--- src/rtl/trap_dispatch_ctrl.sv ---
// Trap dispatch controller: prioritises exception/interrupt events, latches one
// winner with cause/EPC and hands it to the CSR trap sequencer via req/ack/done.
module trap_dispatch_ctrl #(
  parameter logic [31:0] CAUSE_IRQ = 32'h8000000B,
  parameter int          CNT_W     = 16
) (
  input  logic             clk,
  input  logic             rst,
  input  logic             illegal_inst,
  input  logic             ecall_m,
  input  logic             l_access_fault,
  input  logic             s_access_fault,
  input  logic             mret,
  input  logic             interrupt,
  input  logic             mstatus_mie,
  input  logic [31:0]      epc_cur,
  input  logic [31:0]      epc_next,
  input  logic             trap_ack,
  input  logic             trap_done,
  output logic             trap_req,
  output logic             trap_is_mret,
  output logic [31:0]      trap_cause,
  output logic [31:0]      trap_epc,
  output logic             stall,
  output logic             irq_pending,
  output logic [CNT_W-1:0] trap_count
);

  typedef enum logic [1:0] {IDLE, REQ, BUSY} state_e;

  state_e           state_q, state_d;
  logic             irq_pending_q, irq_pending_d;
  logic [31:0]      cause_q, cause_d;
  logic [31:0]      epc_q, epc_d;
  logic             is_mret_q, is_mret_d;
  logic [CNT_W-1:0] cnt_q, cnt_d;

  logic        sync_evt;
  logic        irq_win;
  logic        win_valid;
  logic [31:0] win_cause;
  logic [31:0] win_epc;
  logic        win_mret;

  // Winner selection: synchronous events (incl. mret) always beat the interrupt,
  // and the interrupt may bypass the pending latch in the cycle it arrives.
  always_comb begin
    // NOTE: every always_comb output gets a default first so no latch is inferred.
    win_cause = 32'd0;
    win_epc   = epc_cur;
    win_mret  = 1'b0;
    sync_evt  = illegal_inst | ecall_m | l_access_fault | s_access_fault | mret;
    irq_win   = mstatus_mie & (interrupt | irq_pending_q) & ~sync_evt;
    win_valid = (state_q == IDLE) & (sync_evt | irq_win);
    if (illegal_inst)        win_cause = 32'd2;
    else if (ecall_m)        win_cause = 32'd11;
    else if (l_access_fault) win_cause = 32'd5;
    else if (s_access_fault) win_cause = 32'd7;
    else if (mret)           win_mret  = 1'b1;
    else begin
      win_cause = CAUSE_IRQ;
      win_epc   = epc_next;
    end
  end

  always_ff @(posedge clk) begin
    // NOTE: sequential state uses non-blocking assignments only, so every
    // register samples the pre-edge values of the others.
    if (rst) begin
      state_q       <= IDLE;
      irq_pending_q <= 1'b0;
      cause_q       <= 32'd0;
      epc_q         <= 32'd0;
      is_mret_q     <= 1'b0;
      cnt_q         <= '0;
    end else begin
      state_q       <= state_d;
      irq_pending_q <= irq_pending_d;
      cause_q       <= cause_d;
      epc_q         <= epc_d;
      is_mret_q     <= is_mret_d;
      cnt_q         <= cnt_d;
    end
  end

  always_comb begin
    state_d       = state_q;
    irq_pending_d = (irq_pending_q | interrupt) & ~((state_q == IDLE) & irq_win);
    cause_d       = cause_q;
    epc_d         = epc_q;
    is_mret_d     = is_mret_q;
    cnt_d         = cnt_q;
    case (state_q)
      IDLE: if (win_valid) state_d = REQ;
      REQ:  if (trap_ack) begin
        state_d = BUSY;
        if (cnt_q != '1) cnt_d = cnt_q + CNT_W'(1);
      end
      BUSY: if (trap_done) state_d = IDLE;
      default: state_d = IDLE;
    endcase
    // Payload is frozen for the whole REQ/BUSY window and reads zero in IDLE.
    if (win_valid) begin
      cause_d   = win_cause;
      epc_d     = win_epc;
      is_mret_d = win_mret;
    end else if (state_d == IDLE) begin
      cause_d   = 32'd0;
      epc_d     = 32'd0;
      is_mret_d = 1'b0;
    end
  end

  always_comb begin
    trap_req     = (state_q == REQ);
    stall        = (state_q != IDLE);
    trap_cause   = cause_q;
    trap_epc     = epc_q;
    trap_is_mret = is_mret_q;
    irq_pending  = irq_pending_q;
    trap_count   = cnt_q;
  end

endmodule

--- config.mk ---
export PLATFORM = sky130hd
export DESIGN_NAME = trap_dispatch_ctrl
export DESIGN_NICKNAME = d
export VERILOG_FILES = /design/src/rtl/trap_dispatch_ctrl.sv
export SDC_FILE = /design/constraint.sdc
export NUM_CORES = 1
export LEC_CHECK = 0
export ABC_AREA = 1
export ABC_CLOCK_PERIOD_IN_PS = 3800
export CORE_MARGIN = 2
export CORE_UTILIZATION = 30
export DETAILED_ROUTE_END_ITERATION = 16
export PLACE_DENSITY = 0.72
export RECOVER_POWER = 100
export SYNTH_ARGS = -nofsm -noshare
export SYNTH_HDL_FRONTEND = slang
export SYNTH_SLANG_ARGS = --single-unit
--- constraint.sdc ---
create_clock -name clk -period 3.8 [get_ports clk]
set_input_delay 0.76 -clock clk [delete_from_list [all_inputs] [get_ports clk]]
set_output_delay 0.76 -clock clk [all_outputs]
set_load 0.01 [all_outputs]
==> results of run 1 <==
==> flip-flops by register name, indices dropped and copies added (netlist names) <==
| signal | cells |
|---|---|
| irq_pending | 1 |
| state_q | 2 |
| trap_cause | 5 |
| trap_count | 16 |
| trap_epc | 32 |
| trap_is_mret | 1 |
==> metrics by stage <==
stage / setup WS (ns) / instance area (µm²) / total power [mW] / hold WS [ns] / util [%]
global placement: 0.927 / 4300 / 0.992 / 0.450 / 43.8
global route: 0.609 / 4510 / 1.69 / 0.476 / 45.9
finish: 0.879 / 4510 / 1.61 / 0.460 / 45.9
detailed placement: 0.883 / 4300 / 0.998 / 0.457 / 43.8
CTS: 1.23 / 4520 / 1.65 / 0.466 / 46.0
floorplan: 2.08 / 3140 / 0.849 / 0.487 / -
==> synth_stat cells, drive strengths merged (2+ instances only) <==
| cell | n | share of area (%) |
|---|---|---|
| a21oi | 50 | 8.6 |
| buf | 38 | 10 |
| clkbuf | 9 | 1.1 |
| dfxtp | 57 | 37 |
| inv | 21 | 2.6 |
| nand2 | 219 | 27 |
| nand3 | 15 | 2.6 |
| nor2 | 33 | 4.6 |
| nor3 | 2 | 0.49 |
| o21ai | 6 | 1.1 |
| xnor2 | 5 | 1.4 |
| xor2 | 2 | 0.58 |
==> per-layer routing <==
metal	vias up	GRT usage [%]	share of wire [%]
met5	-	0	0
met1	1320	17.1	43
li1	1648	-	-
met4	0	5.52	1.1
met2	107	25.3	48
met3	9	5.12	8.0
==> power by group through the flow <==
stage                     Clock (mW)  Sequential (mW)  Combinational (mW)
after floorplan                    0            0.682               0.166
after global placement             0            0.666               0.327
after detailed placement           0            0.668               0.330
after CTS                      0.665            0.654               0.331
after global routing           0.685            0.657               0.345
final                          0.641            0.653               0.311
==> kinds of logic after synthesis <==
kind of cell | synth area share [%]
AOI/OAI and AO/OA | 9.94
adders and majority gates | 0.411
DFF | 37.5
xor gates and xnor gates | 2.01
buffers and inverters | 13.9
and+or+nand+nor | 36.1
other | 0.123
==> area by class of cell <==
class	instances	share of cell area, %
timing repair buffer	134	29.5
sequential	57	25.3
clock buffer	14	3.61
clock inverter	2	1.33
multi-input combinational	367	34.7
inverter	22	1.83
tap	133	3.69
==> worst paths after layout <==
check                                   from                    endpoint  slack, ns
setup / recovery                illegal_inst  trap_cause[0]$_SDFFE_PP0P_       0.88
hold / removal     trap_epc[10]$_SDFFE_PP0P_   trap_epc[10]$_SDFFE_PP0P_       0.46
setup reg to reg  trap_count[0]$_SDFFE_PP0P_  trap_count[2]$_SDFFE_PP0P_       1.33
hold reg to reg    trap_epc[10]$_SDFFE_PP0P_   trap_epc[10]$_SDFFE_PP0P_       0.46
==> worst max-delay path: cells and delay by family <==
kind                   cells  cell delay [ns]
and+or+nand+nor            3             0.32
AOI/OAI and AO/OA          2             1.03
buffers and inverters      2             1.05
==> results.md, run 1 <==
- Status: complete, no violations
- Cell depth of the worst hold path: 2
- Initial antenna violation count: 0
- # port buffers: around 130
- Ratio of cells with drive above 1 in the final layout: 4.19%
- Diode count: 0
- DRC viols: 0
- Setup_tns: 0 ns
- Vias in the first global route: approximately 2.8k
- Placed cells: around 710
- CTS root buffer: clkbuf_8
- Number of synthesized register bits: 57
- Die H: 105 µm
- Post-route ant nets: 0
- Fin cells: 729
- Post-synth ARST share: 0%
- Post-synthesis sequential area ratio: a little under two fifths
- Clock Pin Slew Worst Setup and Hold Paths: 0.06 ns
- Pin count of the biggest net entering global routing: 49
- CTS H-tree lvls: 3
- Skew-Pair Late Insertion Delay: about 0.33 ns
- Setup Viol. Count Final: 0
- Mapped Cells: about 470
- Site Rows: 36
- Worst endpoint required time: 4.05 ns
- Setup Fix Bufs, Post-CTS: 0
- Placer Congestion: around 0.83
- Max-cap violations: 0
- Slew Viols, Final: 0
- Pleak: 2.06 nW
- Crit path time final: approximately 2.9 ns
- Bufs on Longest Clock Path: 2
- Critical path class: in -> reg
- P_sw: 0.409 mW
- Slew margin rel.: between 10% and 20%
- Period utilisation layout: around three quarters
- Worst Path Max Fanout: 37
- Routed wire length: approximately 8 mm
- Core area: just under 0.01 mm²
- Final Skew: 0.00678 ns
- Final HPWL DP: just over 6 mm
- CP Capture Type: flop
- Clock sinks: between 50 and 60
- Endpoints failing hold: 0
- Ys flop type: dfxtp_1
- Synth warn: 0
- Switching share of total power: 25.5%
- Critical path's largest stage delay: a little under 0.9 ns
- Hold crit path type: reg -> reg
- Fillcell total: just over 1k
- Die Wd: between 100 and 150 µm
- CP max stage cell: a21oi_4
- GRT overflow: 0
- Avg Inst Size Synth: ~6.5 µm²
- Internal: between 1 and 1.5 mW
- Drt pass-1 iters: 5
- Comb power frac: 19.4%
- Post-synth EDFFs: 0
- # IOs: between 150 and 200
- Max Fclk: approximately 340 MHz
- First-pass GRT wire length: approximately 13 mm
- CTS tree: done
- GRT Overall Usage: roughly 15%
- Synth Cell Area: 0.00305 mm²
- Routed WL per cell: roughly 11 µm
- Final net count: around 670
- Peak supply drop: about 0.13 mV
- Die footprint: about 0.011 mm²
- Area of the multi-input gates: 0.00156 mm²
- Power Dens Cells: between 300 and 400 mW/mm²
- Yosys cell types: 31
- Initial core utilization: 31.0%
- Crit path launch type: input pin
- Seq. cell area: 0.00114 mm²
- RSZ-0062 raised after global routing: false
- Seq pwr share: between 40 and 50%
- CP arrival: about 3.2 ns
- Area growth, synth to finish: 47.9%
- Worst-Margin Slew: between 1 and 1.5 ns
- Critical path cell sequence: dlygate4sd3_1 -> nor2_1 -> nand3_2 -> inv_1 -> a21oi_4 -> nand3_1 -> a21oi_1
- # hold bufs at CTS: 0
- Drt via density: 4.23
- Commonest cells after routing, fill and taps aside: nand2_1, clkdlybuf4s50_1, dlygate4sd3_1
- Cts bufs inserted: 9
- Reg2reg path depth: 8
- Clk pwr share: 40.0%
- Initial DRC count: 76
- Post_cts resized: 0
- Commonest non-fill, non-tap cell in the layout: nand2_1
- Vias: slightly above 3k
Power figures use the tool's default switching activity.
==> run 2: changes to the inputs <==
--- a/config.mk
+++ b/config.mk
@@ -6,11 +6,11 @@
 export NUM_CORES = 1
 export LEC_CHECK = 0
 export ABC_AREA = 1
-export ABC_CLOCK_PERIOD_IN_PS = 3800
+export ABC_CLOCK_PERIOD_IN_PS = 2400
 export CORE_MARGIN = 2
 export CORE_UTILIZATION = 30
 export DETAILED_ROUTE_END_ITERATION = 16
-export PLACE_DENSITY = 0.72
+export PLACE_DENSITY = 0.74
 export RECOVER_POWER = 100
 export SYNTH_ARGS = -nofsm -noshare
 export SYNTH_HDL_FRONTEND = slang
==> constraint.sdc (replaced) <==
create_clock -name clk -period 2.4 [get_ports clk]
set_input_delay 0.48 -clock clk [delete_from_list [all_inputs] [get_ports clk]]
set_output_delay 0.48 -clock clk [all_outputs]
set_load 0.01 [all_outputs]
==> run 2 against run 1 <==
  * Core utilization increased by 0.10 points
  * Routed wire length increased by 1.1%
  * Global-route usage increased by 0.31 points
  * Critical path type unchanged
  * Largest cell class unchanged
  * Highest routed layer unchanged
==> results.md, run 2 (synthesis gave the netlist of run 1 again) <==
- Status: complete, no violations (unchanged)
- Crit path time final: 2.07 ns
- Crit path launch type: input pin (unchanged)
- Fillcell total: 1034 (was 1031)
- Worst endpoint required time: 2.60 ns (was 4.05 ns)
- Final Skew: 0.00747 ns (was 0.00678 ns)
- Placer Congestion: 0.809 (was 0.832)
- GRT Overall Usage: 15.1% (was 14.8%)
- CP arrival: 2.27 ns (was 3.17 ns)
- CP top delay family: buffers and inverters (unchanged)
- Peak supply drop: 0.312 mV (was 0.133 mV)
- GRT overflow: 0 (unchanged)
- Initial DRC count: 72 (was 76)
- Cts bufs inserted: 9 (unchanged)
- Routed wire length: 8.29 mm (was 8.20 mm)
- Max reg flops: 32 (unchanged)
- Power Dens Cells: 538 mW/mm² (was 356 mW/mm²)
- Vias: 3155 (was 3084)
- Max Fclk: about 480 MHz
- Skew-Pair Late Insertion Delay: 0.33 ns (about the same)
- Vias in the first global route: 2980 (was 2849)
- CP max stage cell: clkdlybuf4s50_1 (was a21oi_4)
- Max-cap violations: 0 (unchanged)
- Clock sinks: 57 (unchanged)
- Critical path's largest stage delay: 0.49 ns (was 0.87 ns)
- Critical path cell sequence: clkdlybuf4s50_1 -> nor2_1 -> nand3_2 -> inv_1 -> a21oi_1 -> buf_4 -> nand2_1 -> a21oi_1 (was dlygate4sd3_1 -> nor2_1 -> nand3_2 -> inv_1 -> a21oi_4 -> nand3_1 -> a21oi_1)
- # port buffers: 131 (unchanged)
- CTS root buffer: clkbuf_8 (unchanged)
- Pin count of the biggest net entering global routing: 34 (was 49)
- Area growth, synth to finish: 48.3% (was 47.9%)
- Critical path class: in -> reg (unchanged)
- Final HPWL DP: 6.41 mm (was 6.19 mm)
- Period utilisation layout: 86.0%
- Most frequent CP cell: a21oi_1
- RSZ-0062 raised after global routing: false (unchanged)
- Final net count: 671 (was 667)
- Routed WL per cell: 11.3 µm (was 11.2 µm)
- Commonest non-fill, non-tap cell in the layout: nand2_1 (unchanged)
- Worst Path Max Fanout: 21 (was 37)
- Core area: 0.00982 mm² (unchanged)
- Slew margin rel.: 59.7% (was 10.9%)
- Final core occ: 46.0% (was 45.9%)
- Setup Fix Bufs, Post-CTS: 0 (unchanged)
- Setup_tns: 0 ns (unchanged)
- Die H: 105 µm (unchanged)
- Clock Pin Slew Worst Setup and Hold Paths: 0.06 ns (about the same)
- Diode count: 0 (unchanged)
- # IOs: 159 (unchanged)
- Pleak: 2.08 nW (was 2.06 nW)
- DRC viols: 0 (unchanged)
- Die footprint: 0.0110 mm² (unchanged)
- Worst-Margin Slew: 0.603 ns (was 1.32 ns)
- Site Rows: 36 (unchanged)
- Setup Viol. Count Final: 0 (unchanged)
- Hold crit path type: reg -> reg (unchanged)
- CTS H-tree lvls: 3 (unchanged)
- Drt via density: 4.31 (was 4.23)
- Slew Viols, Final: 0 (unchanged)
- Drt pass-1 iters: 4 (was 5)
- Initial core utilization: 31.0% (unchanged)
- # hold bufs at CTS: 0 (unchanged)
- Die Wd: 105 µm (unchanged)
- Commonest cells after routing, fill and taps aside: nand2_1, clkdlybuf4s50_1, dlygate4sd3_1 (unchanged)
- Post-route ant nets: 0 (unchanged)
- Initial antenna violation count: 1 (was 0)
- Endpoints failing hold: 0 (unchanged)
- CTS tree: done (unchanged)
- Bufs on Longest Clock Path: 2 (unchanged)
- Post_cts resized: 0 (unchanged)
- Ratio of cells with drive above 1 in the final layout: 5.18% (was 4.19%)
- First-pass GRT wire length: 13.6 mm (was 13.3 mm)
- CP Capture Type: flop (unchanged)
- WP buf/inv: 3 (was 2)
-- run 2: cell count changes in the layout (fill, tap and decap cells not counted) --
cell	before	now
buf_4	3	6
clkbuf_1	3	1
clkinv_2	0	2
a21oi_1	49	50
a21oi_4	1	0
buf_12	0	1
bufinv_16	2	1
clkdlybuf4s50_1	71	72
dlygate4sd3_1	59	58
nor2_1	30	29
nor2_2	3	4
o21ai_0	6	5
o21ai_2	0	1
-- run 2: cell type report --
class	count	area, µm²	share of cell area [%]
Multi-Input combinational cell	367	1560	34.5
Timing Repair Buffer	138	1370	30.4
Sequential cell	57	1140	25.3
Tap cell	133	166	3.69
Clock buffer	12	155	3.44
Inverter	22	82.6	1.83
Clock inverter	3	40.0	0.887
-- run 2: layer usage --
metal	vias up	global-route usage, %	share of wire [%]
met3	11	6.11	8.5
met4	0	4.95	1.4
met2	112	26.1	48
met1	1380	17.0	42
met5	-	0	0
li1	1652	-	-
-- run 2: worst register-to-register path, delay by kind of cell (launching register included) --
family	cells	cell delay (ns)
simple gates	6	0.70
compound gates	1	0.44
flops	1	0.39
fa+ha+maj	1	0.20
-- run 2: where the power goes --
| group | internal, mW | switching, mW | leakage [nW] | total, mW |
|---|---|---|---|---|
| clock | 0.527 | 0.369 | 0.102 | 0.896 |
| sequential | 1.00 | 0.0280 | 0.467 | 1.03 |
| combinational | 0.253 | 0.247 | 1.51 | 0.500 |
-- run 2: path summary, 6_finish.rpt --
path	from	end	slack [ns]	depth (start not counted)
worst max-delay path	illegal_inst	trap_epc[14]$_SDFFE_PP0P_	0.33	8
worst min-delay path	trap_epc[0]$_SDFFE_PP0P_	trap_epc[0]$_SDFFE_PP0P_	0.46	2
worst max register to register	trap_count[0]$_SDFFE_PP0P_	trap_count[14]$_SDFFE_PP0P_	0.57	8
worst min register to register	trap_epc[0]$_SDFFE_PP0P_	trap_epc[0]$_SDFFE_PP0P_	0.46	2
-- run 2: through the flow --
step	hold WS, ns	area, µm²	power, mW	std cells	worst slack (ns)
3_5_place_dp	0.455	4340	1.59	717	0.225
2_1_floorplan	0.487	3140	1.34	493	0.876
3_3_place_gp	0.451	4340	1.58	717	0.372
4_1_cts	0.464	4530	2.49	732	0.428
5_1_grt	0.486	4520	2.56	732	0.205
6_report	0.460	4520	2.43	732	0.335
